[src/rtl/enemy_spawn_scheduler.sv]
// rtl/enemy_spawn_scheduler.sv - enemy car slot pool scheduler for the race game
// Spawns cars into free slots on lanes picked by an LFSR, recycles slots on exit, tracks passes and speed.
module enemy_spawn_scheduler #(
  parameter int          NUM_SLOTS      = 3,
  parameter logic [9:0]  LANE_X0        = 10'd160,
  parameter logic [9:0]  LANE_PITCH     = 10'd100,
  parameter logic [9:0]  PARK_X         = 10'd640,
  parameter logic [9:0]  EXIT_Y         = 10'd600,
  parameter logic [7:0]  SPAWN_GAP      = 8'd90,
  parameter logic [7:0]  LEVEL_UP_COUNT = 8'd8,
  parameter logic [15:0] LFSR_SEED      = 16'hACE1
) (
  input  logic                    logic_clk,
  input  logic                    reset,
  input  logic                    start,
  input  logic                    collision,
  input  logic [10*NUM_SLOTS-1:0] enemy_pos_y,
  output logic [10*NUM_SLOTS-1:0] enemy_offset_x,
  output logic [NUM_SLOTS-1:0]    enemy_reset,
  output logic [NUM_SLOTS-1:0]    enemy_active,
  output logic [2:0]              speed_level,
  output logic [7:0]              cars_passed,
  output logic [1:0]              game_state
);

  typedef enum logic [1:0] {ST_IDLE = 2'd0, ST_RUN = 2'd1, ST_CRASH = 2'd2} state_t;

  state_t                  state_q, state_d;
  logic [NUM_SLOTS-1:0]    active_q, active_d;
  logic [NUM_SLOTS-1:0]    park_q, park_d;
  logic [10*NUM_SLOTS-1:0] offset_q, offset_d;
  logic [2:0]              speed_q, speed_d;
  logic [7:0]              cars_q, cars_d;
  logic [7:0]              timer_q, timer_d;
  logic [1:0]              last_lane_q, last_lane_d;
  logic [15:0]             lfsr_q, lfsr_d;

  logic [3:0] exit_cnt;
  logic [8:0] cars_sum;
  logic [7:0] gap;
  logic [1:0] lane;
  logic [9:0] lane_x;
  logic       spawn_done;

  always_ff @(posedge logic_clk) begin
    if (reset) begin
      state_q     <= ST_IDLE;
      active_q    <= '0;
      park_q      <= '1;
      offset_q    <= {NUM_SLOTS{PARK_X}};
      speed_q     <= 3'd0;
      cars_q      <= 8'd0;
      timer_q     <= 8'd0;
      last_lane_q <= 2'd0;
      lfsr_q      <= LFSR_SEED;
    end else begin
      state_q     <= state_d;
      active_q    <= active_d;
      park_q      <= park_d;
      offset_q    <= offset_d;
      speed_q     <= speed_d;
      cars_q      <= cars_d;
      timer_q     <= timer_d;
      last_lane_q <= last_lane_d;
      lfsr_q      <= lfsr_d;
    end
  end

  always_comb begin
    state_d     = state_q;
    active_d    = active_q;
    park_d      = park_q;
    offset_d    = offset_q;
    speed_d     = speed_q;
    cars_d      = cars_q;
    timer_d     = timer_q;
    last_lane_d = last_lane_q;
    lfsr_d      = {lfsr_q[0] ^ lfsr_q[2] ^ lfsr_q[3] ^ lfsr_q[5], lfsr_q[15:1]};
    exit_cnt    = 4'd0;
    cars_sum    = 9'd0;
    spawn_done  = 1'b0;
    gap         = SPAWN_GAP - {2'b00, speed_q, 3'b000};
    // Never repeat the previous lane so consecutive cars cannot stack.
    lane        = (lfsr_q[1:0] == last_lane_q) ? lfsr_q[1:0] + 2'd1 : lfsr_q[1:0];
    lane_x      = LANE_X0 + LANE_PITCH * {8'd0, lane};

    case (state_q)
      ST_IDLE: begin
        active_d = '0;
        park_d   = '1;
        offset_d = {NUM_SLOTS{PARK_X}};
        timer_d  = 8'd0;
        if (start) state_d = ST_RUN;
      end
      ST_RUN: begin
        if (collision) begin
          state_d = ST_CRASH;
        end else begin
          for (int i = 0; i < NUM_SLOTS; i++) begin
            if (active_q[i] && (enemy_pos_y[10*i +: 10] >= EXIT_Y)) begin
              active_d[i]          = 1'b0;
              park_d[i]            = 1'b1;
              offset_d[10*i +: 10] = PARK_X;
              exit_cnt             = exit_cnt + 4'd1;
            end
          end
          // Eligibility uses registered active, so a slot freed this cycle waits one more.
          if (timer_q != 8'd0) begin
            timer_d = timer_q - 8'd1;
          end else begin
            for (int i = 0; i < NUM_SLOTS; i++) begin
              if (!spawn_done && !active_q[i]) begin
                spawn_done           = 1'b1;
                active_d[i]          = 1'b1;
                park_d[i]            = 1'b0;
                offset_d[10*i +: 10] = lane_x;
              end
            end
            if (spawn_done) begin
              last_lane_d = lane;
              timer_d     = gap - 8'd1;
            end
          end
          cars_sum = {1'b0, cars_q} + {5'd0, exit_cnt};
          cars_d   = cars_sum[8] ? 8'd255 : cars_sum[7:0];
          if ((cars_d / LEVEL_UP_COUNT != cars_q / LEVEL_UP_COUNT) && (speed_q != 3'd7))
            speed_d = speed_q + 3'd1;
        end
      end
      ST_CRASH: begin
        if (start) begin
          state_d     = ST_IDLE;
          active_d    = '0;
          park_d      = '1;
          offset_d    = {NUM_SLOTS{PARK_X}};
          speed_d     = 3'd0;
          cars_d      = 8'd0;
          timer_d     = 8'd0;
          last_lane_d = 2'd0;
        end
      end
      default: state_d = ST_IDLE;
    endcase
  end

  assign enemy_offset_x = offset_q;
  assign enemy_reset    = park_q;
  assign enemy_active   = active_q;
  assign speed_level    = speed_q;
  assign cars_passed    = cars_q;
  assign game_state     = state_q;

endmodule

[config.mk]
export PLATFORM = sky130hd
export DESIGN_NAME = enemy_spawn_scheduler
export DESIGN_NICKNAME = d
export VERILOG_FILES = /design/src/rtl/enemy_spawn_scheduler.sv
export SDC_FILE = /design/constraint.sdc
export NUM_CORES = 1
export LEC_CHECK = 0
export CORE_ASPECT_RATIO = 1.4
export CORE_MARGIN = 2
export CORE_UTILIZATION = 49
export DETAILED_ROUTE_END_ITERATION = 8
export GPL_ROUTABILITY_DRIVEN = 0
export MAX_ROUTING_LAYER = met4
export PLACE_DENSITY = 0.89
export SYNTH_ARGS = -nofsm -noshare
export SYNTH_HDL_FRONTEND = slang
export SYNTH_SLANG_ARGS = --single-unit
[constraint.sdc]
create_clock -name logic_clk -period 4.15 [get_ports logic_clk]
set_input_delay 0.415 -clock logic_clk [delete_from_list [all_inputs] [get_ports logic_clk]]
set_output_delay 0.415 -clock logic_clk [all_outputs]
set_load 0.005 [all_outputs]
---- After elaboration in Yosys (flattened, before gate mapping) ----
Cells that the tools add are included.
word-level totals
  flip-flop bits (word level) ............. 75
  input bits .............................. 34
operators by class
  add/sub/neg operators ................... 9
  multiply operators ...................... 1
  magnitude comparators ................... 3
  eq/ne operators ......................... 13
  muxes and demuxes ....................... 71
  bitwise operators ....................... 3
  reduce and logical (&&, ||, !) cells .... 20
operator list
  kind                                               number
  2-to-1 mux 30 bit                                  3
  case mux 30 bit (3 select lines)                   1
  2-to-1 mux 10 bit                                  6
  2-to-1 mux 8 bit                                   6
  2-to-1 mux 4 bit                                   8
  >= comparator 10 bit (second input constant)       3
  2-to-1 mux 1 bit                                   25
  2-to-1 mux 3 bit                                   8
  case mux 8 bit (3 select lines)                    1
  case mux 3 bit (3 select lines)                    2
  case mux 8 bit (2 select lines)                    1
  subtractor 8 x 1 -> 8 bit (second input constant)  2
  2-to-1 mux 2 bit                                   7
  != test 2 bit (second input constant)              6
  adder 8 x 9 -> 10 bit (first input constant)       1
  adder 8 x 4 -> 9 bit                               1
  AND reduction 3 bit                                3
  adder 4 x 1 -> 4 bit (second input constant)       2
  AND reduction 4 bit                                2
  nonzero test 8 bit                                 1
  subtractor 7 x 6 -> 8 bit (first input constant)   1
  multiplier 5 x 2 -> 7 bit (first input constant)   1
  logical AND 1 bit                                  6
  case mux 2 bit (3 select lines)                    1
  other kinds (17)                                   22

---- Logic depth before layout (Yosys ltp) ----
  depth after elaboration ................. 20
  depth in mapped cells ................... 15
  depth with buffers taken out ............ 14

---- Worst setup path after synthesis ----
OpenSTA, ideal clock, no wires.
  kind .................................... input -> register
  from .................................... input enemy_pos_y[4]
  to ...................................... register speed_q[0] (netlist: speed_level[0])
  library setup time ...................... 128 ps
  data arrival time ....................... 3141 ps
  data required time ...................... 4022 ps
  path slack .............................. 881 ps
  stages .................................. 14
  cells stage by stage .................... a21o_1 a211o_1 nand3_2 ha_1 xor2_1 ha_1 fa_1 a21o_1 and3_1 buf_2 a211oi_2 o21ai_0 a22oi_1 nor2_1
on the way
  longest elaborated chain between the ends .. 19
RTL lines
  item                                    line  source
  from (decl)                             17    input logic [10*NUM_SLOTS-1:0] enemy_pos_y,
  >= comparator 10 bit *                  100   if (active_q[i] && (enemy_pos_y[10*i +: 10] >= EXIT_Y)) begin
  logical AND 1 bit *                     100
  2-to-1 mux 1 bit *                      100
  2-to-1 mux 4 bit *                      96    if (collision) begin
  2-to-1 mux 4 bit *                      87    case (state_q)
  adder 4 x 1 -> 4 bit                    104   exit_cnt = exit_cnt + 4'd1;
  2-to-1 mux 4 bit *                      100
  2-to-1 mux 4 bit *                      96
  (+3 left out)                           -
  2-to-1 mux 4 bit *                      96
  2-to-1 mux 4 bit *                      87
  adder 8 x 4 -> 9 bit *                  124   cars_sum = {1'b0, cars_q} + {5'd0, exit_cnt};
  2-to-1 mux 8 bit *                      125   cars_d = cars_sum[8] ? 8'd255 : cars_sum[7:0];
  != test 5 bit *                         126   if ((cars_d / LEVEL_UP_COUNT != cars_q / LEVEL_UP_COUNT) && (speed_q != 3'd7))
  logical AND 1 bit *                     126
  != test 2 bit (no source line) *        -
  AND reduction 4 bit (no source line) *  -
  to (signal assigned)                    61    speed_q <= speed_d;
  to (decl)                               32    logic [2:0] speed_q, speed_d;
Mark *: on every way between the ends. The rest lies on a longest branch, timed or not. The select of a mux whose other input is x is not followed.
A chain may end at the register's enable or synchronous reset.

---- Worst setup path in the final report ----
Same ends and word-level chain as after synthesis.

==> flow_results.xml <==
<?xml version="1.0" encoding="UTF-8"?>
<metrics>
  <group name="outcome">
    <metric name="outcome" unit="">completed</metric>
  </group>
  <group name="clock_tree">
    <metric name="cts.repair.resized" unit="">0</metric>
    <metric name="clock_path_buffers" unit="">2</metric>
    <metric name="clock-sinks" unit="">75</metric>
    <metric name="worst_setup_hold_path_clk_slew" unit="ns">0.09</metric>
    <metric name="cts-htree-levels" unit="">3</metric>
    <metric name="post_cts_hold_buffer_count" unit="">0</metric>
    <metric name="post-cts-setup-buffer-count" unit="">0</metric>
    <metric name="cell_chosen_for_the_clock_root" unit="">sky130_fd_sc_hd__clkbuf_8</metric>
    <metric name="tritoncts.num_buffers" unit="">9</metric>
    <metric name="tritoncts" unit="">done</metric>
    <metric name="clock_insertion_delay_worst_skew" unit="ns">0.36</metric>
  </group>
  <group name="job">
    <metric name="max_cap_violations" unit="">0</metric>
  </group>
  <group name="drt">
    <metric name="route.antenna.remaining_nets" unit="">0</metric>
    <metric name="via_per_inst" unit="">5.617</metric>
    <metric name="dr_total_vias" unit="">3123</metric>
    <metric name="detail_route.first_pass.iterations" unit="">5</metric>
    <metric name="number_of_remaining_drc_errors" unit="">0</metric>
    <metric name="routedWlPerCell" unit="µm">14.72</metric>
    <metric name="drt_iter0_drc" unit="">147</metric>
    <metric name="routed_wl" unit="µm">8182</metric>
  </group>
  <group name="sta">
    <metric name="slew_headroom" unit="">0.2581</metric>
    <metric name="setup_viol" unit="">0</metric>
    <metric name="worst_clock_skew" unit="ns">0.009101</metric>
    <metric name="hold_violations" unit="">0</metric>
    <metric name="slew_of_the_pin_with_the_lowest_slew_margin" unit="ns">1.101</metric>
    <metric name="highest_clock_rate" unit="MHz">282.9</metric>
    <metric name="grt_setup_unrepaired" unit="">no</metric>
    <metric name="timing_max_transition_violations_final" unit="">0</metric>
    <metric name="sum_of_negative_setup_slack" unit="ns">0</metric>
    <metric name="hold_slack" unit="ns">0.4132</metric>
    <metric name="finalWorstPathRequiredPeriod" unit="ns">3.535</metric>
    <metric name="final.period_utilization" unit="">0.8519</metric>
  </group>
  <group name="floorplan">
    <metric name="floorplan.rows" unit="">35</metric>
    <metric name="floorplan.die.height" unit="µm">102.0</metric>
    <metric name="boundaryPins" unit="">83</metric>
    <metric name="initial_core_util" unit="">0.5080</metric>
    <metric name="die_w" unit="µm">73.98</metric>
    <metric name="die_area" unit="µm²">7544</metric>
    <metric name="coreArea" unit="µm²">6613</metric>
  </group>
  <group name="final_layout">
    <metric name="layout_commonest_cell" unit="">sky130_fd_sc_hd__dfxtp_1</metric>
    <metric name="layout.nets" unit="">508</metric>
    <metric name="mostFrequentLayoutCells" unit="">75 x sky130_fd_sc_hd__dfxtp_1, 73 x sky130_fd_sc_hd__clkdlybuf4s50_1, 49 x sky130_fd_sc_hd__nand2_1</metric>
    <metric name="drive_gt1_frac" unit="">0.07974</metric>
    <metric name="antenna_cells" unit="">0</metric>
    <metric name="final_core_utilization" unit="">0.6604</metric>
    <metric name="flow.area_growth_from_synthesis" unit="%">29.98</metric>
  </group>
  <group name="synthesis">
    <metric name="synth.avg_cell_area" unit="µm²">8.681</metric>
    <metric name="synth_sequential_area_ratio" unit="">0.4469</metric>
    <metric name="syn-instance-count" unit="">387</metric>
    <metric name="number_of_flops_mapped_to_enable_cells_by_yosys" unit="">0</metric>
    <metric name="synth.ff_latch_count" unit="">75</metric>
    <metric name="synth_warnings" unit="">0</metric>
    <metric name="yosys_most_used_dff" unit="">sky130_fd_sc_hd__dfxtp_1</metric>
    <metric name="synthesis.nets" unit="">436</metric>
    <metric name="synth_cell_type_count" unit="">54</metric>
    <metric name="synthesis.area" unit="µm²">3359</metric>
    <metric name="asyncSetResetFlopFracSynth" unit="">0</metric>
  </group>
  <group name="min_path">
    <metric name="hold-path-endpoint" unit="">lfsr_q[7]$_SDFF_PP1_</metric>
    <metric name="whs_path_depth" unit="">1</metric>
    <metric name="hold_path_startpoint" unit="">lfsr_q[8]$_SDFF_PP0_</metric>
    <metric name="timing.hold.worst.class" unit="">flip-flop to flip-flop</metric>
  </group>
  <group name="grt">
    <metric name="globalRouteMet3Util" unit="">0.07101</metric>
    <metric name="wire_length_of_the_first_global_routing_pass" unit="µm">14040</metric>
    <metric name="grt_pass1_vias" unit="">3066</metric>
    <metric name="grt_max_degree" unit="">37</metric>
    <metric name="grt_most_used_layer" unit="">met2</metric>
    <metric name="initial_antenna_violation_count" unit="">0</metric>
    <metric name="globalRouteOverflowTotal" unit="">0</metric>
    <metric name="gr-usage-all-layers" unit="">0.2455</metric>
    <metric name="globalRouteMet1Util" unit="">0.2702</metric>
    <metric name="groute.layer.met2.usage" unit="">0.4162</metric>
  </group>
  <group name="place">
    <metric name="detailed_place_hpwl" unit="µm">5883</metric>
    <metric name="number_of_i_o_port_buffers" unit="">73</metric>
  </group>
  <group name="critical_path">
    <metric name="timing.rr.end" unit="">speed_level[0]$_SDFFE_PP0P_</metric>
    <metric name="critical_path.endpoint_type" unit="">flip-flop</metric>
    <metric name="regToRegStartpoint" unit="">enemy_active[0]$_SDFFE_PP0P_</metric>
    <metric name="ff2ff_setup_slack" unit="ns">0.81</metric>
    <metric name="critical_path.cell_chain" unit="">clkdlybuf4s50_1 &gt; a21o_1 &gt; a211o_1 &gt; nand3_2 &gt; ha_1 &gt; xor2_1 &gt; ha_1 &gt; fa_1 &gt; a21o_1 &gt; and3_1 &gt; a211oi_2 &gt; o21ai_0 &gt; a22oi_1 &gt; nor2_1</metric>
    <metric name="kind_of_critical_path" unit="">input pin to flip-flop</metric>
    <metric name="worstPathRequired" unit="ns">4.40</metric>
    <metric name="critical_path.max_stage_delay" unit="ns">0.41</metric>
    <metric name="critical-path-slowest-cell" unit="">sky130_fd_sc_hd__fa_1</metric>
    <metric name="crit_path_max_fanout" unit="">7</metric>
    <metric name="startpoint_type" unit="">input pin</metric>
    <metric name="ff2ff_path_depth" unit="">11</metric>
    <metric name="arrival" unit="ns">3.78</metric>
  </group>
  <group name="pwr">
    <metric name="vdd_ir_drop_max" unit="V">0.0003051</metric>
    <metric name="leakage" unit="nW">1.755</metric>
    <metric name="power_density" unit="nW/µm²">363.3</metric>
  </group>
</metrics>
-- metal layers --
metal  routed length, µm  part of all wire
met2                4162              0.51
met3                 570             0.070
met5                   0                 0
met1                3339              0.41
met4                 110             0.013
-- metrics by stage --
step	power, mW	std cells	cell area (µm²)	worst slack [ns]
after floorplan	0.9359	387	3359	0.8815
after global placement	1.002	540	4160	0.3457
after detailed placement	1.009	540	4160	0.2647
after CTS	1.590	556	4367	0.6543
after global routing	1.654	556	4367	0.4446
final	1.586	556	4367	0.6146
-- layout make-up --
type / count / area [µm²]
inverter: 9 / 33.78
timing repair buffer: 77 / 760.7
multi-input combinational: 287 / 1749
tap: 92 / 115.1
clock inverter: 7 / 82.58
fill: 530 / 2246
sequential: 75 / 1501
clock buffer: 9 / 123.9
-- worst max path at each step --
stage,from,slack (ns),end
6_report,enemy_pos_y[4],0.61,speed_level[0]$_SDFFE_PP0P_
2_1_floorplan,enemy_pos_y[4],0.88,speed_level[0]$_SDFFE_PP0P_
3_3_place_gp,enemy_pos_y[4],0.35,speed_level[0]$_SDFFE_PP0P_
4_1_cts,enemy_pos_y[4],0.65,speed_level[0]$_SDFFE_PP0P_
3_5_place_dp,enemy_pos_y[4],0.26,speed_level[0]$_SDFFE_PP0P_
5_1_grt,enemy_pos_y[14],0.44,speed_level[0]$_SDFFE_PP0P_
-- report_power, final --
group	switching, mW	internal, mW	leakage [nW]
registers	0.0190	0.743	0.611
logic	0.133	0.102	1.05
clock network	0.303	0.287	0.0984
-- cell usage after synthesis, drive strengths merged (5+ instances only) --
master	number	area share
inv	9	0.010
and3	6	0.011
nand3	8	0.013
nor3	17	0.027
a211oi	5	0.013
and2	10	0.019
a21oi	32	0.048
or2	8	0.015
ha	14	0.052
nand2b	9	0.017
o21ai	19	0.029
nor2b	10	0.019
nand2	50	0.057
a22oi	6	0.013
clkbuf	8	0.0089
a21o	5	0.011
o2bb2ai	5	0.013
buf	8	0.013
nor2	30	0.034
dfxtp	75	0.45
-- state kept, by name (all words and copies together) (netlist names) --
| signal | cells |
|---|---|
| enemy_reset | 3 |
| lfsr_q | 16 |
| cars_passed | 8 |
| timer_q | 8 |
| enemy_active | 3 |
| game_state | 2 |
| last_lane_q | 2 |
| enemy_offset_x | 30 |
| speed_level | 3 |
-- critical path: cells and delay by family --
kind,cells,cell delay (ns)
and+or+nand+nor,3,0.41
buffers and inverters,1,0.40
xor gates and xnor gates,1,0.18
AOI/OAI and AO/OA,6,1.47
adders and majority gates,3,0.90
-- cell families (layout without fill, tap and decap cells) --
kind of cell	count (synthesis)	count (layout)	synth area share
buf+inv	25	102	0.03240
xor+xnor	7	7	0.01825
flops	75	75	0.4469
compound gates	100	100	0.1918
mux	1	1	0.002980
simple gates	164	164	0.2495
fa+ha+maj	15	15	0.05810
Note: power is estimated with default switching activity, not from simulation.
